===== config.mk =====
export PLATFORM = sky130hd
export DESIGN_NAME = alu_op_sequencer
export DESIGN_NICKNAME = d
export VERILOG_FILES = /design/src/rtl/alu_seq_pkg.sv /design/src/rtl/reg_sel_decoder.sv /design/src/rtl/alu_op_sequencer.sv
export SDC_FILE = /design/constraint.sdc
export NUM_CORES = 1
export LEC_CHECK = 0
export BUFFER_PORTS_ARGS = -buffer_cell sky130_fd_sc_hd__buf_2
export CAP_MARGIN = 40
export CORE_MARGIN = 2
export CORE_UTILIZATION = 35
export DETAILED_ROUTE_END_ITERATION = 16
export PLACE_DENSITY_LB_ADDON = 0.1
export REMOVE_ABC_BUFFERS = 1
export SYNTH_ARGS = -nofsm -noshare
export SYNTH_HDL_FRONTEND = slang
export SYNTH_SLANG_ARGS = --single-unit

===== constraint.sdc =====
create_clock -name clk -period 2.7 [get_ports clk]
set_input_delay 0.54 -clock clk [delete_from_list [all_inputs] [get_ports clk]]
set_output_delay 0.54 -clock clk [all_outputs]
set_load 0.005 [all_outputs]

===== src/rtl/alu_seq_pkg.sv =====
// Shared types and helpers for the ALU operation sequencer.
//   state_t        : sequencer state encoding (IDLE..DONE, ERR)
//   field_opcode   : opcode field from the instruction MSBs
//   field_p1/p2    : register-index fields that follow the opcode
//   mask_hit       : tests whether an opcode's bit is set in a class mask
package alu_seq_pkg;

    // Widest instruction / opcode space the helpers accept.
    localparam int MAX_W = 64;

    typedef enum logic [3:0] {
        ST_IDLE,
        ST_A_DRV,
        ST_A_LAT,
        ST_GAP,
        ST_B_DRV,
        ST_B_LAT,
        ST_EXEC,
        ST_WB_DRV,
        ST_WB,
        ST_DONE,
        ST_ERR
    } state_t;

    function automatic logic [31:0] extract_field(input logic [MAX_W-1:0] instr,
                                                  input int lsb, input int width);
        logic [MAX_W-1:0] shifted;
        shifted = instr >> lsb;
        return 32'(shifted & ((64'd1 << width) - 64'd1));
    endfunction

    function automatic logic [31:0] field_opcode(input logic [MAX_W-1:0] instr,
                                                 input int instr_w, input int opc_w);
        return extract_field(instr, instr_w - opc_w, opc_w);
    endfunction

    function automatic logic [31:0] field_p1(input logic [MAX_W-1:0] instr, input int instr_w,
                                             input int opc_w, input int reg_idx_w);
        return extract_field(instr, instr_w - opc_w - reg_idx_w, reg_idx_w);
    endfunction

    function automatic logic [31:0] field_p2(input logic [MAX_W-1:0] instr, input int instr_w,
                                             input int opc_w, input int reg_idx_w);
        return extract_field(instr, instr_w - opc_w - 2 * reg_idx_w, reg_idx_w);
    endfunction

    function automatic logic mask_hit(input logic [MAX_W-1:0] mask, input logic [31:0] opc);
        return (opc < 32'(MAX_W)) ? mask[opc[5:0]] : 1'b0;
    endfunction

endpackage


===== src/rtl/reg_sel_decoder.sv =====
// Register index to one-hot bus-enable decoder.
//   idx    : register index
//   valid  : idx addresses an existing register (idx < NUM_REGS)
//   onehot : index i sets bit NUM_REGS-1-i (index 0 is the MSB); zero when invalid
module reg_sel_decoder #(
    parameter int REG_IDX_W = 6,
    parameter int NUM_REGS  = 6
) (
    input  logic [REG_IDX_W-1:0] idx,
    output logic                 valid,
    output logic [NUM_REGS-1:0]  onehot
);

    assign valid = (32'(idx) < NUM_REGS);

    always_comb begin
        // NOTE: default assignment first so no path leaves onehot unassigned (no latch).
        onehot = '0;
        for (int i = 0; i < NUM_REGS; i++) begin
            if (32'(idx) == i) onehot[NUM_REGS-1-i] = 1'b1;
        end
    end

endmodule


===== src/rtl/alu_op_sequencer.sv =====
// Control sequencer for ALU-class instructions.
//   clk, rst        : clock (rising edge), asynchronous active-high reset
//   start           : instruction valid, sampled only in IDLE
//   instruction     : {opcode, p1, p2, pad}; p1 = dest/src A, p2 = src B
//   busy            : high whenever the sequencer is not IDLE
//   done / illegal  : one-cycle completion / bad-register-index pulses
//   pc_inc          : one-cycle PC increment, once per accepted op
//   rx_out / rx_in  : one-hot register-to-bus / bus-to-register enables
//   alu_in0/alu_in1 : latch bus into ALU operand 0 / 1
//   alu_out_latch   : latch ALU result; alu_out_en drives it onto the bus
module alu_op_sequencer
    import alu_seq_pkg::*;
#(
    parameter int                       INSTR_W    = 16,
    parameter int                       OPC_W      = 4,
    parameter int                       REG_IDX_W  = 6,
    parameter int                       NUM_REGS   = 6,
    parameter logic [(1<<OPC_W)-1:0]    ALU_MASK   = 16'hFE00,
    parameter logic [(1<<OPC_W)-1:0]    UNARY_MASK = 16'h8000,
    parameter logic [(1<<OPC_W)-1:0]    NOWB_MASK  = 16'h0000,
    parameter int                       WAIT_CYC   = 1
) (
    input  logic                clk,
    input  logic                rst,
    input  logic                start,
    input  logic [INSTR_W-1:0]  instruction,
    output logic                busy,
    output logic                done,
    output logic                illegal,
    output logic                pc_inc,
    output logic [NUM_REGS-1:0] rx_out,
    output logic [NUM_REGS-1:0] rx_in,
    output logic                alu_in0,
    output logic                alu_in1,
    output logic                alu_out_latch,
    output logic                alu_out_en
);

    localparam int              CNT_W    = $clog2(WAIT_CYC + 1);
    localparam logic [CNT_W-1:0] CNT_LOAD = CNT_W'(WAIT_CYC - 1);

    // Decode of the live instruction, used only for the accept decision.
    logic [OPC_W-1:0]     opc_live;
    logic [REG_IDX_W-1:0] p1_live, p2_live;
    logic                 p1_ok, p2_ok;
    logic [NUM_REGS-1:0]  p1_oh_live, p2_oh_live;
    logic                 alu_live, unary_live, nowb_live, legal_live;

    assign opc_live   = OPC_W'(field_opcode(64'(instruction), INSTR_W, OPC_W));
    assign p1_live    = REG_IDX_W'(field_p1(64'(instruction), INSTR_W, OPC_W, REG_IDX_W));
    assign p2_live    = REG_IDX_W'(field_p2(64'(instruction), INSTR_W, OPC_W, REG_IDX_W));
    assign alu_live   = mask_hit(64'(ALU_MASK), 32'(opc_live));
    assign unary_live = mask_hit(64'(UNARY_MASK), 32'(opc_live));
    assign nowb_live  = mask_hit(64'(NOWB_MASK), 32'(opc_live));
    // Source B is only checked when the opcode actually reads it.
    assign legal_live = p1_ok && (unary_live || p2_ok);

    reg_sel_decoder #(.REG_IDX_W(REG_IDX_W), .NUM_REGS(NUM_REGS)) u_dec_p1 (
        .idx(p1_live), .valid(p1_ok), .onehot(p1_oh_live)
    );

    reg_sel_decoder #(.REG_IDX_W(REG_IDX_W), .NUM_REGS(NUM_REGS)) u_dec_p2 (
        .idx(p2_live), .valid(p2_ok), .onehot(p2_oh_live)
    );

    state_t               state, next_state;
    logic [CNT_W-1:0]     cnt;
    logic [NUM_REGS-1:0]  p1_oh, p2_oh;
    logic                 unary_q, nowb_q;

    // State register and drive-cycle counter. The counter reloads on entry
    // to either DRV state and counts down to zero while it sits there.
    always_ff @(posedge clk or posedge rst) begin
        if (rst) begin
            // NOTE: sequential state uses non-blocking (<=) so every flop samples pre-edge values.
            state <= ST_IDLE;
            cnt   <= '0;
        end else begin
            state <= next_state;
            if (next_state != state && (next_state == ST_A_DRV || next_state == ST_B_DRV))
                cnt <= CNT_LOAD;
            else if (cnt != '0)
                cnt <= cnt - 1'b1;
        end
    end

    // Instruction capture. Refreshed every IDLE cycle, so it holds the
    // accepted instruction for the whole operation.
    always_ff @(posedge clk) begin
        // NOTE: pure data path, no reset: outputs are gated by state, which is reset.
        if (state == ST_IDLE) begin
            p1_oh   <= p1_oh_live;
            p2_oh   <= p2_oh_live;
            unary_q <= unary_live;
            nowb_q  <= nowb_live;
        end
    end

    // Next-state logic.
    always_comb begin
        next_state = state;
        unique case (state)
            ST_IDLE:   if (start && alu_live) next_state = legal_live ? ST_A_DRV : ST_ERR;
            ST_A_DRV:  if (cnt == '0) next_state = ST_A_LAT;
            ST_A_LAT:  next_state = unary_q ? ST_EXEC : ST_GAP;
            ST_GAP:    next_state = ST_B_DRV;
            ST_B_DRV:  if (cnt == '0) next_state = ST_B_LAT;
            ST_B_LAT:  next_state = ST_EXEC;
            ST_EXEC:   next_state = nowb_q ? ST_DONE : ST_WB_DRV;
            ST_WB_DRV: next_state = ST_WB;
            ST_WB:     next_state = ST_DONE;
            ST_DONE:   next_state = ST_IDLE;
            ST_ERR:    next_state = ST_IDLE;
            default:   next_state = ST_IDLE;
        endcase
    end

    // Moore output decode.
    always_comb begin
        busy          = (state != ST_IDLE);
        done          = 1'b0;
        illegal       = 1'b0;
        pc_inc        = 1'b0;
        rx_out        = '0;
        rx_in         = '0;
        alu_in0       = 1'b0;
        alu_in1       = 1'b0;
        alu_out_latch = 1'b0;
        alu_out_en    = 1'b0;
        unique case (state)
            ST_A_DRV: begin
                rx_out = p1_oh;
                // Counter still holds its reload value only on the first cycle.
                pc_inc = (cnt == CNT_LOAD);
            end
            ST_A_LAT: begin
                rx_out  = p1_oh;
                alu_in0 = 1'b1;
            end
            ST_B_DRV: rx_out = p2_oh;
            ST_B_LAT: begin
                rx_out  = p2_oh;
                alu_in1 = 1'b1;
            end
            ST_EXEC:   alu_out_latch = 1'b1;
            ST_WB_DRV: alu_out_en = 1'b1;
            ST_WB: begin
                alu_out_en = 1'b1;
                rx_in      = p1_oh;
            end
            ST_DONE: done = 1'b1;
            ST_ERR: begin
                illegal = 1'b1;
                pc_inc  = 1'b1;
            end
            default: ;
        endcase
    end

endmodule


* Word level (Yosys, flattened, before mapping)
Memory sizes are Yosys's and may differ from the RTL's. A register that Yosys moved wholly into a read port is not among the register bits.
Index checks and enable logic that the tools add are counted.
** Operators by class
- Add/sub/neg operators :: 1
- $lt $le $gt $ge :: 3
- Eq/ne operators :: 23
- Muxes and demuxes :: 32
- Bitwise gates (word level) :: 1
- Reductions and logical operators :: 12
** Operators by type and width (number)
- $pmux W4 S9 :: 1
- $eq A6 B2 Y1 const B :: 4
- $eq A6 B3 Y1 const B :: 4
- $mux W1 :: 22
- $eq A4 B3 Y1 const B :: 5
- $mux W4 :: 5
- $eq A4 B4 Y1 const B :: 3
- $eq A6 B1 Y1 const B :: 2
- $logic_not A6 Y1 :: 2
- $lt A6 B3 Y1 const B :: 2
- $pmux W6 S2 :: 1
- $eq A4 B1 Y1 const B :: 2
- $eq A4 B2 Y1 const B :: 2
- $lt A4 B7 Y1 const B :: 1
- $mux W6 :: 1
- $reduce_or A2 Y1 :: 3
- $logic_not A4 Y1 :: 1
- $ne A4 B4 Y1 :: 1
- $reduce_bool A4 Y1 :: 1
- $logic_and A1 B1 Y1 :: 3
- $mux W3 :: 1
- $logic_or A1 B1 Y1 :: 2
- $pmux W1 S2 :: 1
- $not A1 Y1 :: 1
- $sub A1 B1 Y1 const B :: 1
** Word-level totals
- Register bits :: 18
- ROM bits :: 48
- Input bits :: 19
- Output and inout port bits :: 20
- Logic and storage cells :: 80
- Memories kept :: 3
** Memory list
- (no name shown) :: depth 16, bits a word 1, rd ports 1, clocked after memory_dff 1, write ports 0, line alu_seq_pkg.sv:48 : return (opc < 32'(MAX_W)) ? mask[opc[5:0]] : 1'b0;
- (no name shown) :: depth 16, bits a word 1, rd ports 1, clocked after memory_dff 0, write ports 0, line alu_seq_pkg.sv:48
- (no name shown) :: depth 16, bits a word 1, rd ports 1, clocked after memory_dff 0, write ports 0, line alu_seq_pkg.sv:48

* Depth between registers and ports, before layout
Gate-level depths: netlist of the first run.
- Depth after elaboration :: 11
- Depth in mapped cells :: 5
- Depth with buffers taken out :: 5

* Cells and area by module
From an unflattened synthesis of the first run, not the netlist that was laid out.
** Unflattened totals
- Cell total of the unflattened synthesis :: 104
- Area, all modules :: 1101.1 sq um
** By module, submodules not included
- alu_op_sequencer :: times used 1, cells an instance 82, area an instance 940.9 sq um, sequential area each 490.5 sq um
- reg_sel_decoder :: times used 2, cells an instance 11, area an instance 80.1 sq um, sequential area each 0.0 sq um

* Worst setup path before layout of the first run
OpenSTA, ideal clock, no wires.
- Path type :: reg-to-output
- Start point :: register state[2]
- End point :: output port rx_in[0]
- Arrival :: 1.089 ns
- Setup slack :: 1.071 ns
- Stages on the path, launching flop included :: 4
- Path buffers :: 0
- Cells stage by stage :: dfrtp_1 > nand2b_1 > nor3_1 > and2_1
** Between the ends
- Word-level cells in the longest chain between the ends :: 2
** Ends and longest elaborated chain
- from (decl) :: line alu_op_sequencer.sv:66 : state_t state, next_state;
- from (signal assigned) :: line alu_op_sequencer.sv:79 : state <= next_state;
- $eq A4 B4 Y1 :: line alu_op_sequencer.sv:130 : unique case (state)
- $mux W6 :: line alu_op_sequencer.sv:130
- to (decl) :: line alu_op_sequencer.sv:32 : output logic [NUM_REGS-1:0] rx_in,
No other way between the ends.

* Worst setup path after layout of the first run
- Start point :: register state[2]
- End point :: output port alu_out_en
** Between the ends
- Word-level cells in the longest chain between the ends :: 3
- Elaborated cells on any way between the ends :: 4
** Ends and longest elaborated chain
- $eq A4 B4 Y1 / $eq A4 B3 Y1 (equally long branches) :: line alu_op_sequencer.sv:130
- $reduce_or A2 Y1 (no line) *
- $mux W1 * :: line alu_op_sequencer.sv:130
- to (decl) :: line alu_op_sequencer.sv:36 : output logic alu_out_en
Every way passes the cells marked *; elsewhere a longest branch is shown, timed or not.

==> results of run 1 <==
==> logic make-up after synthesis <==
| logic type | Yosys count | share of synthesized area |
|---|---|---|
| muxes | 1 | 0.01122 |
| and+or+nand+nor | 57 | 0.3080 |
| buffers and inverters | 7 | 0.02743 |
| AOI/OAI and AO/OA | 22 | 0.1646 |
| DFF | 17 | 0.4888 |
==> critical path, delay by kind of cell (launching register included) <==
kind	cells	cell delay (ns)
and+or+nand+nor	2	0.73
DFF	1	0.55
AOI/OAI and AO/OA	1	0.21
buffers and inverters	1	0.14
==> through the flow <==
step                      cell area, um2  total power [mW]
after floorplan                    992.2            0.8823
after global placement              1221             1.095
after detailed placement            1221             1.103
after CTS                           1249             1.238
after global routing                1249             1.339
final                               1249             1.225
==> cells in the mapped netlist (2+ instances only) <==
master | number | area [um2]
nand2_1 | 5 | 18.77
and2_1 | 6 | 37.54
nor4_1 | 3 | 18.77
a2111oi_0 | 2 | 17.52
or3_1 | 2 | 12.51
nand2b_1 | 5 | 31.28
inv_1 | 3 | 11.26
edfxtp_1 | 13 | 390.4
and3_1 | 2 | 12.51
a22oi_1 | 6 | 45.04
dfrtp_1 | 4 | 100.1
a2bb2oi_1 | 6 | 52.55
clkbuf_1 | 3 | 11.26
nor3_1 | 4 | 20.02
a21oi_1 | 2 | 10.01
or4_1 | 2 | 15.01
nor2_1 | 21 | 78.83
==> metal layers <==
metal / global-route usage / vias up / wire length (um)
met1: 0.2029 / 397 / 1048
met4: 0.05980 / 0 / 17
met3: 0.02948 / 2 / 169
met2: 0.2338 / 29 / 985
li1: - / 466 / -
met5: 0 / - / 0
==> worst max-delay path by stage <==
stage / cells past startpoint / startpoint / endpoint / slack (ns)
floorplan: 3 / state[2] / rx_in[0] / 0.95
global placement: 4 / state[2] / alu_out_en / 0.60
detailed placement: 4 / state[2] / alu_out_en / 0.52
CTS: 4 / state[2] / alu_out_en / 0.19
global route: 4 / state[3] / alu_out_en / 0.02
finish: 4 / state[2] / alu_out_en / 0.24
==> report_power, final <==
part / internal (mW) / total (mW) / switching (mW)
Clock: 0.0550 / 0.133 / 0.0784
Combinational: 0.273 / 0.535 / 0.262
Sequential: 0.417 / 0.557 / 0.140
Total: 0.744 / 1.23 / 0.481
==> sequential cells by signal, indices dropped and copies added (netlist names) <==
signal	count
state	4
p2_oh	6
p1_oh	6
unary_q	1
==> cell type report <==
class | instances | area, um2 | share of cell area
clock buffers | 3 | 22.52 | 0.01804
clock inverters | 1 | 5.005 | 0.004008
inverters | 4 | 16.27 | 0.01303
multi-input cells | 80 | 485.5 | 0.3888
flip-flops and latches | 17 | 490.5 | 0.3928
well taps | 31 | 38.79 | 0.03106
repair buffers | 38 | 190.2 | 0.1523
==> impl_metrics.env, run 1 <==
export IMPL_synth_avg_cell_area_um2=9.649
export IMPL_h_tree_depth=1
export IMPL_worstSetupEndpointType="output port"
export IMPL_crit_required_ns=2.16
export IMPL_setup_ws_ns=0.2407
export IMPL_num_io_pins=39
export IMPL_grt_usage=0.1493
export IMPL_rsz0062_at_grt="no"
export IMPL_yosys_warnings=0
export IMPL_die_w_um=57.55
export IMPL_ant_nets=0
export IMPL_nets=163
export IMPL_synthFlopType="edfxtp_1"
export IMPL_fin_cells=174
export IMPL_synthCells=104
export IMPL_detail_route_first_pass_iterations=4
export IMPL_ctsResizeCount=0
export IMPL_die_area_um2=3311
export IMPL_via_per_inst=5.138
export IMPL_slew_viol_final=0
export IMPL_fmax_ghz=0.4066
export IMPL_p_per_area_nw_per_um2=981.2
export IMPL_grt_pass1_vias=820
export IMPL_fin_skew_ns=0.005167
export IMPL_synth_seq_cells=17
export IMPL_p_leak_nw=0.5715
export IMPL_ys_types=32
export IMPL_worst_pin_slew_ns=0.5628
export IMPL_clock_latency_ns=0.29
export IMPL_area_growth_pct=24.44
export IMPL_place_gp_congestion=0.7836
export IMPL_die_y_um=57.55
export IMPL_min_path_type="primary input to async pin"
export IMPL_layout_cells_most_common="buf_2"
export IMPL_core_area_um2=2734
export IMPL_critPathKind="flip-flop to output port"
export IMPL_drtIter0Drc=43
export IMPL_port_buffers=38
export IMPL_ys_seq_area_frac=0.4888
export IMPL_drive_above_1_share=0.3287
export IMPL_grt_pass1_wl_um=3795
export IMPL_crit_path_cell_trace="nand2b_1, nor3_1, o21bai_1, buf_2"
export IMPL_async_reset_ff_frac=0.2353
export IMPL_clock_sinks=17
export IMPL_status="complete, no violations"
export IMPL_synth_edff_count=13
export IMPL_final_cell_mix="buf_2 (38), nor2_1 (21), edfxtp_1 (13)"
export IMPL_timing_hold_ws_ns=0.1195
export IMPL_numCtsBuffers=3
export IMPL_setup_violations=0
export IMPL_totalWireLength_um=2220
export IMPL_synth_cell_area_um2=1003
export IMPL_final_util=0.4568
export IMPL_start_util=0.3670
export IMPL_setup_tns_ns=0
export IMPL_reg2reg_slack_ns=0.95
export IMPL_arrival_ns=1.92
export IMPL_fin_crit_sh=0.9109
export IMPL_fillers=275
export IMPL_grt_max_degree=17
export IMPL_reg2regPathDepth=5
export IMPL_clk_path_buf_depth=2
export IMPL_cpMaxStageDelayCell="dfrtp_1"
export IMPL_placed_cells=170
export IMPL_finalHoldViolCount=0
export IMPL_fin_crit_ns=2.459
export IMPL_dp_hpwl_um=1715
export IMPL_clk_pin_slew_worst_paths_ns=0.09
export IMPL_max_slew_margin=0.6151
export IMPL_row_count=19
export IMPL_drcViolationCount=0
export IMPL_maxCapViolations=0
export IMPL_cts_setup_buffers=0
export IMPL_num_vias=894
export IMPL_root_buffer="clkbuf_4"
export IMPL_wire_per_inst_um=12.76
export IMPL_overflow=0
export IMPL_cts_tree="built"
export IMPL_antenna_cells=0
export IMPL_postCtsHoldBufs=0
export IMPL_max_vdd_ir_drop_uv=601.7
export IMPL_dp_slack_ns=0.5207
export IMPL_crit_path_max_fanout=16
export IMPL_timing_rr_end="state[3]"
export IMPL_slowest_delay_ns=0.55
export IMPL_antenna_found_initial=0
export IMPL_r2r_start="state[1]"
export IMPL_startpoint_type="flip-flop"
(Power assumes the default switching activity.)
==> run 2: changes to the inputs <==
--- a/config.mk
+++ b/config.mk
@@ -7,6 +7,8 @@
 export LEC_CHECK = 0
 export BUFFER_PORTS_ARGS = -buffer_cell sky130_fd_sc_hd__buf_2
 export CAP_MARGIN = 40
+export CELL_PAD_IN_SITES_DETAIL_PLACEMENT = 0
+export CELL_PAD_IN_SITES_GLOBAL_PLACEMENT = 1
 export CORE_MARGIN = 2
 export CORE_UTILIZATION = 35
 export DETAILED_ROUTE_END_ITERATION = 16
==> run 2 against run 1 <==
Power down 0.53%. Clock power shrank 5%. Hold slack improved by 0.0055 ns. Sequential cell count unchanged. Non-clock buffer count stayed put. Maximum frequency grew 0.58%. Clock skew decreased by 0.00099 ns. Core utilization about the same. Combinational power about the same. First-iteration DRC count fell by 47%. Largest power group unchanged. Highest routed layer unchanged.
==> impl_metrics.env, run 2 (synthesis results as in run 1) <==
export IMPL_nets=163
export IMPL_ctsResizeCount=0
export IMPL_max_slew_margin=0.6208
export IMPL_worst_pin_slew_ns=0.5544
export IMPL_drive_above_1_share=0.3217
export IMPL_min_path_type="primary input to async pin"
export IMPL_arrival_ns=1.91
export IMPL_start_util=0.3670
export IMPL_via_per_inst=5.040
export IMPL_worstSetupEndpointType="output port"
export IMPL_status="complete, no violations"
export IMPL_drcViolationCount=0
export IMPL_grt_max_degree=17
export IMPL_totalWireLength_um=2126
export IMPL_layout_cells_most_common="buf_2"
export IMPL_area_growth_pct=24.31
export IMPL_fin_cells=174
export IMPL_die_area_um2=3311
export IMPL_fillers=278
export IMPL_clk_path_buf_depth=2
export IMPL_grt_pass1_wl_um=3629
export IMPL_detail_route_first_pass_iterations=4
export IMPL_cts_setup_buffers=0
export IMPL_p_per_area_nw_per_um2=976.9
export IMPL_final_cell_mix="buf_2 (38), nor2_1 (21), edfxtp_1 (13)"
export IMPL_num_vias=877
export IMPL_drtIter0Drc=23
export IMPL_final_util=0.4563
export IMPL_power_mw=1.219
export IMPL_use_met1=0.2141
export IMPL_root_buffer="clkbuf_4"
export IMPL_fin_crit_ns=2.445
export IMPL_clock_sinks=17
export IMPL_overflow=0
export IMPL_antenna_cells=0
export IMPL_crit_path_max_fanout=16
export IMPL_critPathKind="flip-flop to output port"
export IMPL_h_tree_depth=1
export IMPL_crit_required_ns=2.16
export IMPL_grt_usage=0.1393
export IMPL_maxCapViolations=0
export IMPL_slew_viol_final=0
export IMPL_startpoint_type="flip-flop"
export IMPL_die_w_um=57.55
export IMPL_max_vdd_ir_drop_uv=421.0
export IMPL_p_leak_nw=0.5688
export IMPL_clk_pin_slew_worst_paths_ns=0.09
export IMPL_die_y_um=57.55
export IMPL_dp_slack_ns=0.5470
export IMPL_grt_pass1_vias=795
export IMPL_clock_latency_ns=0.28
export IMPL_use_met2=0.1964
export IMPL_finalHoldViolCount=0
export IMPL_core_area_um2=2734
export IMPL_postCtsHoldBufs=0
export IMPL_place_gp_congestion=0.7156
export IMPL_row_count=19
export IMPL_rsz0062_at_grt="no"
export IMPL_use_met3=0.01587
export IMPL_num_io_pins=39
export IMPL_cts_tree="built"
export IMPL_top_usage_layer="met1"
export IMPL_wire_per_inst_um=12.22
export IMPL_fin_skew_ns=0.004181
export IMPL_largest_registers="p1_oh: 6 flops, p2_oh: 6 flops, state: 4 flops"
export IMPL_placed_cells=170
export IMPL_numCtsBuffers=3
export IMPL_port_buffers=38
export IMPL_dp_hpwl_um=1725
export IMPL_fmax_ghz=0.4090
export IMPL_ant_nets=0
export IMPL_fin_crit_sh=0.9056
export IMPL_setup_tns_ns=0
export IMPL_antenna_found_initial=0
export IMPL_setup_violations=0
export IMPL_setup_ws_ns=0.2549
run 2: changes by cell type in the layout (fill, tap and decap cells not counted):
cell,delta
clkbuf_1,+1
clkinv_2,-1
run 2: final timing paths:
path | depth (start not counted) | start | endpoint | slack [ns]
setup / recovery | 4 | state[2] | alu_out_en | 0.25
hold / removal | 2 | rst | state[0] | 0.13
setup reg to reg | 5 | state[2] | state[1] | 0.93
hold reg to reg | 1 | state[0] | state[0] | 0.61
max in group asynchronous | 2 | rst | state[1] | 2.43
min in group clk | 2 | instruction[6] | p1_oh[3] | 0.56
run 2: per-layer routing:
layer / vias to the layer above / wire [um] / part of all wire
met2: 33 / 887 / 0.42
li1: 474 / - / -
met4: 0 / 15 / 0.0071
met3: 2 / 172 / 0.081
met5: - / 0 / 0
met1: 368 / 1050 / 0.49
run 2: per-stage QoR:
step	instance area, um2	hold slack [ns]
finish	1247	0.1250
global route	1247	0.1122
CTS	1247	0.1171
detailed placement	1221	0.4255
global placement	1221	0.4216
floorplan	992.2	0.3061
run 2: worst max-delay path: stages (launching register included):
cell	delay, ns
dfrtp_1	0.56
nand2b_1	0.28
nor3_1	0.44
o21bai_1	0.21
buf_2	0.15
run 2: layout make-up:
type | instances | area, um2 | share of cell area
Timing Repair Buffer | 38 | 190.2 | 0.1525
Inverter | 4 | 16.27 | 0.01304
Multi-Input combinational cell | 80 | 485.5 | 0.3892
Sequential cell | 17 | 490.5 | 0.3932
Clock buffer | 4 | 26.28 | 0.02106
Tap cell | 31 | 38.79 | 0.03109
run 2: report_power, final:
group,leakage (nW),switching (mW),internal [mW]
clock network,0.0150,0.0695,0.0572
logic,0.378,0.264,0.273
registers,0.176,0.139,0.417
==> run 3: changes to the inputs <==
--- a/config.mk
+++ b/config.mk
@@ -14,6 +14,7 @@
 export DETAILED_ROUTE_END_ITERATION = 16
 export PLACE_DENSITY_LB_ADDON = 0.1
 export REMOVE_ABC_BUFFERS = 1
+export SKIP_LAST_GASP = 1
 export SYNTH_ARGS = -nofsm -noshare
 export SYNTH_HDL_FRONTEND = slang
 export SYNTH_SLANG_ARGS = --single-unit
==> constraint.sdc (replaced) <==
create_clock -name clk -period 2.49 [get_ports clk]
set_input_delay 0.498 -clock clk [delete_from_list [all_inputs] [get_ports clk]]
set_output_delay 0.498 -clock clk [all_outputs]
set_load 0.005 [all_outputs]
==> run 3 against run 2 <==
Cell area grew 0.40%. Routed wire length barely moved. Combinational power rose by 9.0%. Core utilization grew 0.18 points. Sequential power rose by 8.8%. Hold slack worse by 0.041 ns. Critical path type unchanged. Largest cell class unchanged. Largest power group unchanged.
==> impl_metrics.env, run 3 (synthesis results as in run 1) <==
export IMPL_fillers=278
export IMPL_setup_tns_ns=0
export IMPL_rsz0062_at_grt="no"
export IMPL_reg2reg_slack_ns=0.72
export IMPL_swShare=0.3891
export IMPL_start_util=0.3670
export IMPL_row_count=19
export IMPL_die_y_um=57.55
export IMPL_grt_usage=0.1393
export IMPL_worst_pin_slew_ns=0.5544
export IMPL_p_int_mw=0.8100
export IMPL_final_cell_mix="buf_2 (38), nor2_1 (21), edfxtp_1 (13)"
export IMPL_p_per_area_nw_per_um2=1059
export IMPL_antenna_cells=0
export IMPL_largest_registers="p1_oh: 6 flops, p2_oh: 6 flops, state: 4 flops"
export IMPL_fin_crit_sh=0.9145
export IMPL_detail_route_first_pass_iterations=4
export IMPL_drive_above_1_share=0.3287
export IMPL_fin_crit_ns=2.277
export IMPL_max_vdd_ir_drop_uv=456.6
export IMPL_power_frac_seq=0.456
export IMPL_h_tree_depth=1
export IMPL_slew_viol_final=0
export IMPL_wire_per_inst_um=12.22
export IMPL_crit_required_ns=1.99
export IMPL_power_switching_mw=0.5158
export IMPL_drtIter0Drc=23
export IMPL_cts_tree="built"
export IMPL_p_leak_nw=0.5708
export IMPL_num_vias=872
export IMPL_dp_hpwl_um=1725
export IMPL_port_buffers=38
export IMPL_clockPowerShare=0.104
export IMPL_clock_latency_ns=0.28
export IMPL_crit_end="rx_out[4]"
export IMPL_postCtsHoldBufs=0
export IMPL_min_path_type="primary input to async pin"
export IMPL_dpl_instance_area_um2=1221
export IMPL_clock_sinks=17
export IMPL_drcViolationCount=0
export IMPL_core_area_um2=2734
export IMPL_maxCapViolations=0
export IMPL_grt_pass1_vias=795
export IMPL_crit_path_max_fanout=14
export IMPL_clk_path_buf_depth=2
export IMPL_timing_hold_ws_ns=0.08378
export IMPL_numCtsBuffers=3
export IMPL_max_slew_margin=0.6208
export IMPL_die_w_um=57.55
export IMPL_finalHoldViolCount=0
export IMPL_ant_nets=0
export IMPL_setup_violations=0
export IMPL_grt_pass1_wl_um=3629
export IMPL_worstSetupEndpointType="output port"
export IMPL_status="complete, no violations"
export IMPL_fin_area_um2=1252
export IMPL_clk_pin_slew_worst_paths_ns=0.09
export IMPL_reg2regPathDepth=5
export IMPL_crit_start="state[1]"
export IMPL_fmax_ghz=0.4391
export IMPL_startpoint_type="flip-flop"
export IMPL_grt_max_degree=17
export IMPL_arrival_ns=1.78
export IMPL_cts_setup_buffers=0
export IMPL_nets=163
export IMPL_fin_skew_ns=0.004198
export IMPL_place_gp_congestion=0.7156
export IMPL_area_growth_pct=24.81
export IMPL_via_per_inst=5.011
export IMPL_num_io_pins=39
export IMPL_overflow=0
export IMPL_root_buffer="clkbuf_4"
export IMPL_power_frac_comb=0.440
export IMPL_r2r_start="state[2]"
export IMPL_ctsResizeCount=0
export IMPL_antenna_found_initial=0
export IMPL_totalWireLength_um=2127
export IMPL_timing_rr_end="state[1]"
export IMPL_die_area_um2=3311
export IMPL_layout_cells_most_common="buf_2"
export IMPL_critPathKind="flip-flop to output port"
-- run 3: cell counts in the layout (fill, tap and decap cells not counted) --
Identical to the previous run, type by type.
-- run 3: critical path, cell delays in order, from the launching register on --
cell and delay [ns]:
dfrtp_1 0.60, nand2b_1 0.22, nor2_1 0.35, a2bb2oi_1 0.12, nor2_1 0.10, buf_2 0.13
-- run 3: worst min-delay path by stage --
stage,from,endpoint,slack (ns),depth (start not counted)
finish,rst,state[0],0.08,2
global route,rst,state[0],0.07,2
detailed placement,rst,state[0],0.38,2
floorplan,rst,state[0],0.26,1
global placement,rst,state[0],0.38,2
CTS,rst,state[0],0.08,2
-- run 3: power by group through the flow --
stage	sequential [mW]	combinational (mW)	clock [mW]
floorplan	0.559	0.398	0
global placement	0.609	0.582	0
detailed placement	0.610	0.589	0
CTS	0.604	0.591	0.144
global route	0.633	0.661	0.160
finish	0.605	0.584	0.137
-- run 3: routing by layer --
metal	track usage	vias to the layer above	part of all wire
li1	-	471	-
met1	0.2141	366	0.49
met2	0.1964	33	0.42
met3	0.01587	2	0.081
met4	0.05980	0	0.0071
met5	0	-	0
-- run 3: through the flow --
stage,power (mW),setup WS (ns),utilization,std cells
floorplan,0.9567,0.7772,-,101
global placement,1.191,0.4397,0.4467,170
detailed placement,1.200,0.3790,0.4467,170
CTS,1.339,0.06169,0.4563,174
global route,1.455,0.01583,0.4581,174
finish,1.326,0.2128,0.4581,174
-- run 3: cell type report --
cell class / instances / area (um2) / area share
flip-flops and latches: 17 / 490.5 / 0.3916
multi-input cells: 80 / 490.5 / 0.3916
repair buffers: 38 / 190.2 / 0.1518
well taps: 31 / 38.79 / 0.03097
clock buffers: 4 / 26.28 / 0.02098
inverters: 4 / 16.27 / 0.01299
